## src/rtl/quad_decoder_if.sv

```systemverilog
// Encoder-side bundle for one quad_decoder channel: raw phases and clear in, level and diagnostics out.
// The slave modport is the decoder; the master modport is whoever drives the pins and reads the level.
interface quad_decoder_if #(
    parameter int WIDTH = 8
);
    logic             enc_a;
    logic             enc_b;
    logic             clear;
    logic [WIDTH-1:0] value;
    logic             step;
    logic             dir;
    logic             err;
    logic [7:0]       err_count;

    modport master (
        output enc_a, enc_b, clear,
        input  value, step, dir, err, err_count
    );

    modport slave (
        input  enc_a, enc_b, clear,
        output value, step, dir, err, err_count
    );
endinterface

```

## src/rtl/quad_decoder.sv

```systemverilog
// Rotary-encoder front end: synchronise and de-glitch A/B, decode 4x quadrature, divide to detents
// and keep a WIDTH-bit level for the PWM stage, plus an illegal-transition diagnostic counter.
module quad_decoder #(
    parameter int FILTER_LEN       = 4,
    parameter int STEPS_PER_DETENT = 4,
    parameter int WIDTH            = 8,
    parameter int SATURATE         = 1
) (
    input logic           clk,
    input logic           reset,
    quad_decoder_if.slave bus
);
    localparam int CNT_W = 4;
    localparam logic signed [3:0] SUB_TOP = 4'(STEPS_PER_DETENT - 1);
    localparam logic signed [3:0] SUB_BOT = -SUB_TOP;
    localparam logic [WIDTH-1:0]  VAL_MAX = '1;

    // Gray position of a {a,b} pair along the up sequence 00-01-11-10.
    function automatic logic [1:0] phase_idx(input logic [1:0] s);
        case (s)
            2'b00:   return 2'd0;
            2'b01:   return 2'd1;
            2'b11:   return 2'd2;
            default: return 2'd3;
        endcase
    endfunction

    logic [1:0]            sync1, sync2, filt, prev;
    logic [1:0][CNT_W-1:0] flt_cnt;
    logic signed [3:0]     sub;
    logic [WIDTH-1:0]      value;
    logic                  step, dir, err;
    logic [7:0]            err_count;
    logic [1:0]            delta;
    logic                  mv_up, mv_dn, illegal;

    // NOTE: non-blocking assignments make sync2 take the previous sync1, so the chain really is two flops.
    always_ff @(posedge clk or negedge reset) begin
        if (!reset) begin
            sync1   <= '0;
            sync2   <= '0;
            filt    <= '0;
            flt_cnt <= '0;
        end else begin
            sync1 <= {bus.enc_a, bus.enc_b};
            sync2 <= sync1;
            for (int i = 0; i < 2; i++) begin
                if (sync2[i] == filt[i]) begin
                    flt_cnt[i] <= '0;
                end else if (flt_cnt[i] == CNT_W'(FILTER_LEN - 1)) begin
                    filt[i]    <= sync2[i];
                    flt_cnt[i] <= '0;
                end else begin
                    flt_cnt[i] <= flt_cnt[i] + 1'b1;
                end
            end
        end
    end

    // Distance 2 around the gray ring means both phases moved in one filtered update.
    always_comb begin
        delta   = phase_idx(filt) - phase_idx(prev);
        mv_up   = (delta == 2'd1);
        mv_dn   = (delta == 2'd3);
        illegal = (delta == 2'd2);
    end

    always_ff @(posedge clk or negedge reset) begin
        if (!reset) begin
            prev      <= '0;
            sub       <= '0;
            value     <= '0;
            step      <= 1'b0;
            dir       <= 1'b0;
            err       <= 1'b0;
            err_count <= '0;
        end else begin
            prev <= filt;
            step <= 1'b0;
            err  <= 1'b0;
            if (bus.clear) begin
                value     <= '0;
                sub       <= '0;
                err_count <= '0;
            end else if (illegal) begin
                err <= 1'b1;
                if (err_count != 8'hFF) err_count <= err_count + 1'b1;
            end else if (mv_up) begin
                if (sub == SUB_TOP) begin
                    sub <= '0;
                    if (!(SATURATE != 0 && value == VAL_MAX)) begin
                        value <= value + 1'b1;
                        step  <= 1'b1;
                        dir   <= 1'b1;
                    end
                end else begin
                    sub <= sub + 4'sd1;
                end
            end else if (mv_dn) begin
                if (sub == SUB_BOT) begin
                    sub <= '0;
                    if (!(SATURATE != 0 && value == '0)) begin
                        value <= value - 1'b1;
                        step  <= 1'b1;
                        dir   <= 1'b0;
                    end
                end else begin
                    sub <= sub - 4'sd1;
                end
            end
        end
    end

    assign bus.value     = value;
    assign bus.step      = step;
    assign bus.dir       = dir;
    assign bus.err       = err;
    assign bus.err_count = err_count;
endmodule

```

## src/flat_wrapper.sv

```systemverilog
// flat-port wrapper written by rule: the top's interface ports become plain ports
module quad_decoder_flat 
#(
    parameter int FILTER_LEN       = 4,
    parameter int STEPS_PER_DETENT = 4,
    parameter int WIDTH            = 8,
    parameter int SATURATE         = 1
)
  (clk, reset, bus_enc_a, bus_enc_b, bus_clear, bus_value, bus_step, bus_dir, bus_err, bus_err_count);
  quad_decoder_if #(.WIDTH(WIDTH)) bus_i ();
  input logic clk;
  input logic reset;
  input wire logic [$bits(bus_i.enc_a)-1:0] bus_enc_a;
  input wire logic [$bits(bus_i.enc_b)-1:0] bus_enc_b;
  input wire logic [$bits(bus_i.clear)-1:0] bus_clear;
  output wire logic [$bits(bus_i.value)-1:0] bus_value;
  output wire logic [$bits(bus_i.step)-1:0] bus_step;
  output wire logic [$bits(bus_i.dir)-1:0] bus_dir;
  output wire logic [$bits(bus_i.err)-1:0] bus_err;
  output wire logic [$bits(bus_i.err_count)-1:0] bus_err_count;
  assign bus_i.enc_a = bus_enc_a;
  assign bus_i.enc_b = bus_enc_b;
  assign bus_i.clear = bus_clear;
  assign bus_value = bus_i.value;
  assign bus_step = bus_i.step;
  assign bus_dir = bus_i.dir;
  assign bus_err = bus_i.err;
  assign bus_err_count = bus_i.err_count;
  quad_decoder #(.FILTER_LEN(FILTER_LEN), .STEPS_PER_DETENT(STEPS_PER_DETENT), .WIDTH(WIDTH), .SATURATE(SATURATE)) u_core (.clk(clk), .reset(reset), .bus(bus_i));
endmodule
```

## config.mk

```make
export PLATFORM = sky130hd
export DESIGN_NAME = quad_decoder_flat
export DESIGN_NICKNAME = d
export VERILOG_FILES = /design/src/rtl/quad_decoder_if.sv /design/src/rtl/quad_decoder.sv /design/src/flat_wrapper.sv
export SDC_FILE = /design/constraint.sdc
export NUM_CORES = 1
export LEC_CHECK = 0
export BUFFER_PORTS_ARGS = -buffer_cell sky130_fd_sc_hd__buf_4
export CAP_MARGIN = 20
export CORE_MARGIN = 5
export CORE_UTILIZATION = 55
export DETAILED_ROUTE_END_ITERATION = 10
export GPL_ROUTABILITY_DRIVEN = 0
export GPL_TIMING_DRIVEN = 0
export PLACE_DENSITY = 0.75
export SYNTH_ARGS = -nofsm -noshare
export SYNTH_HDL_FRONTEND = slang
export SYNTH_SLANG_ARGS = --single-unit
```

## constraint.sdc

```tcl
create_clock -name clk -period 4.3 [get_ports clk]
set_input_delay 0.645 -clock clk [delete_from_list [all_inputs] [get_ports clk]]
set_output_delay 0.645 -clock clk [all_outputs]
set_load 0.02 [all_outputs]
```

==> flow_metrics.tcl <==
set metrics [dict create \
    grt_overflow_total 0 \
    netSwitchingFraction_pct 46.5 \
    die_area_mm2 0.00547 \
    synth_top_area_share_pct 43.4 \
    p_seq_share_pct 23.4 \
    worstReg2RegEnd "u_core.bus.value[6]" \
    ys_types 46 \
    crit_path_top_delay_cell "xnor3_2" \
    dr_wl_met3_um 174 \
    relSlewSlack_pct 65.8 \
    antennaDiodeCount 0 \
    power.density_mw_per_mm2 837 \
    grt_max_degree 40 \
    avgRoutedWirePerCell_um 14.1 \
    synthesis.nets 241 \
    postSynth.asyncResetShare_pct 100 \
    cts_tree "done" \
    wl_met2_um 2000 \
    combPwrFrac_pct 65.3 \
    synth_cells 218 \
    drc 0 \
    cts_buffer_depth 2 \
    final.setup.tns_ns 0 \
    via_per_inst 5.59 \
    synth_edf_count 0 \
    clk_pin_slew_ns 0.07 \
    synthFlopType "dfrtp_1" \
    path_cells "inv_1, ha_1, ha_1, xnor3_2, nand2_1, ha_1, nor2b_1, o31a_1, o21a_1, o21a_1, o41ai_1" \
    holdCritPathClass "in2async" \
    synth_top_cell_by_area "dfrtp_1" \
    ir_worst_vdd_uv 411 \
    drive_gt1_share_pct 16.5 \
    min_period_ns 3.30 \
    ctsHoldBuffers 0 \
    timing.final.crit_share_pct 76.8 \
    power_switching_mw 1.00 \
    wl_met1_um 2000 \
    clock-skew-final_ns 0.00522 \
    fillers 339 \
    grt_antenna_before_repair 0 \
    post_cts_buffers 0 \
    drv_cap 0 \
    end_kind "register" \
    core_area_mm2 0.00397 \
    syn_area_mm2 0.00225 \
    reg2reg_depth 11 \
    max_stage_delay_ns 0.57 \
    path_delay_family "adder cells" \
    grt_pass1_wl_um 7650 \
    status "finished clean" \
    ys_warn_count 0 \
    critPathCapture "u_core.bus.value[6]" \
    areaGrowthSynthToFinish_pct 14.3 \
    grtUsageTotal_pct 17.8 \
    ys_ff_latch 39 \
    grt_pass1_vias 1756 \
    finalMaxSlewViolations 0 \
    initial_core_util_pct 56.7 \
    cts_resized 0 \
    cp.depth 11 \
    die_w_um 74.0 \
    finalNonFillerCells 298 \
    wl_um 4200 \
    rsz0062_at_grt "no" \
    clkPwrFrac_pct 11.3 \
    r2r_slack_ns 1.0 \
    start_kind "register" \
    clock_sinks 39 \
    ant_nets 0 \
    fmax_mhz 303 \
    chipHeight_um 74.0 \
    top_layer "met4" \
    critPathLaunch "u_core.filt[0]" \
    setup_viol 0 \
    drt_iter0_drc 77 \
    crit_type "reg2reg" \
    worstPathArrival_ns 3.48 \
    numCtsBuffers 5 \
    firstDrtPassIters 4 \
    h-tree-depth 2 \
    cts_root_buffer "clkbuf_8" \
    p_leak_nw 1.18 \
    std_cell_rows 23 \
    numPortBuffers 23 \
    intPower_mw 1.15 \
    tightest_slew_ns 0.513 \
    critPathMostFrequentCell "ha_1" \
    worstPathRequired_ns 4.48 \
    synthTopCellsByArea "dfrtp_1, ha_1, nor2_1" \
    final-hold-violation-count 0 \
    syn_area_per_cell_um2 10.3 \
    insertion_delay_ns 0.28 \
    seq_area_frac_synth_pct 43.4 \
    nets 271 \
    path_buf_inv 1 \
    ioPinCount 24 \
    dp_hpwl_um 3070 \
    cp_max_fo 10 \
    num_vias 1666 \
    r2r_start "u_core.filt[0]" \
    dp.cells 291 \
]
-- cells in the final DEF, fill, tap and decap left out, types with 4 or more instances in the layout --
master,netlist,final
clkbuf_8,0,6
nand4_1,8,8
nand2_1,9,9
buf_4,0,23
xor2_1,6,6
nor3_1,7,7
a21oi_1,8,8
nor2_1,22,22
nand3_1,10,10
o21ai_0,5,5
dfrtp_1,39,39
inv_1,13,13
nor2b_1,5,5
ha_1,17,17
xnor2_1,7,7
a211oi_1,4,4
mux2i_1,6,6
nor3b_1,4,4
-- power by group through the flow --
stage,clock network (mW),logic (mW),registers (mW)
final,0.243,1.41,0.504
after global routing,0.268,1.59,0.519
after CTS,0.252,1.40,0.504
after detailed placement,0,1.40,0.510
after global placement,0,1.37,0.508
after floorplan,0,1.10,0.523
-- metrics by stage --
stage / worst slack (ns) / power (mW) / util (%) / hold slack (ns) / area, um2
6_report: 0.999 / 2.15 / 64.8 / 0.329 / 2570
5_1_grt: 0.667 / 2.38 / 64.8 / 0.357 / 2570
4_1_cts: 0.992 / 2.16 / 64.8 / 0.341 / 2570
3_5_place_dp: 1.01 / 1.91 / 62.6 / 0.345 / 2490
3_3_place_gp: 1.03 / 1.87 / 62.6 / 0.346 / 2490
2_1_floorplan: 1.28 / 1.62 / - / 0.331 / 2250
-- synthesized netlist by cell type (3+ instances only) --
cell type and number:
xor2_1 6, a21oi_1 8, ha_1 17, clkbuf_1 3, nand2_1 9, nor3_1 7, inv_1 13, nand4_1 8
nor4_1 3, o21a_1 3, a211oi_1 4, nor3b_1 4, nand3_1 10, o21ai_0 5, xnor2_1 7, nand3b_1 3
dfrtp_1 39, mux2i_1 6, nor2_1 22, and2_1 3, nor2b_1 5
-- per-layer routing --
metal / up-vias / global-route usage (%)
li1: 840 / -
met1: 783 / 23.6
met2: 39 / 30.1
met3: 4 / 3.78
met4: 0 / 4.02
met5: - / 0
-- registers in the layout (all words and copies together), names as in the netlist --
register and flops:
u_core.filt 2, u_core.bus.value 8, u_core.prev 2, u_core.bus.err_count 8, u_core.sync1 2, u_core.flt_cnt 8
u_core.sync2 2, u_core.sub 4, u_core.bus.step 1, u_core.bus.dir 1, u_core.bus.err 1
-- final cells by class --
| type | count | area, um2 | share of cell area [%] |
|---|---|---|---|
| clock inverter | 1 | 5.00 | 0.194 |
| clock buffer | 6 | 82.6 | 3.21 |
| buffer | 4 | 16.3 | 0.632 |
| multi-input combinational | 162 | 1210 | 47.0 |
| sequential | 39 | 976 | 37.9 |
| timing repair buffer | 23 | 173 | 6.71 |
| tap | 50 | 62.6 | 2.43 |
| inverter | 13 | 48.8 | 1.90 |
-- logic make-up (layout without fill, tap and decap cells) --
| family | count (synthesis) | count (layout) | share of synthesized area, % |
|---|---|---|---|
| flip-flops | 39 | 39 | 43.4 |
| adder cells (fa/ha/maj) | 18 | 18 | 10.3 |
| XOR/XNOR | 15 | 15 | 7.34 |
| multiplexers | 9 | 9 | 4.67 |
| AO/OA/AOI/OAI | 38 | 38 | 11.9 |
| buffers and inverters | 17 | 47 | 2.89 |
| AND/OR/NAND/NOR | 82 | 82 | 19.5 |
-- worst min-delay path by stage --
stage                     from           endpoint  cells after the start
2_1_floorplan  u_core.sync1[0]    u_core.sync2[0]                      0
3_3_place_gp   u_core.sync1[1]    u_core.sync2[1]                      0
3_5_place_dp   u_core.sync1[0]    u_core.sync2[0]                      0
4_1_cts                  reset      u_core.sub[3]                      1
5_1_grt                  reset      u_core.sub[3]                      1
6_report                 reset  u_core.flt_cnt[0]                      1
Note: power is estimated with default switching activity, not from simulation.
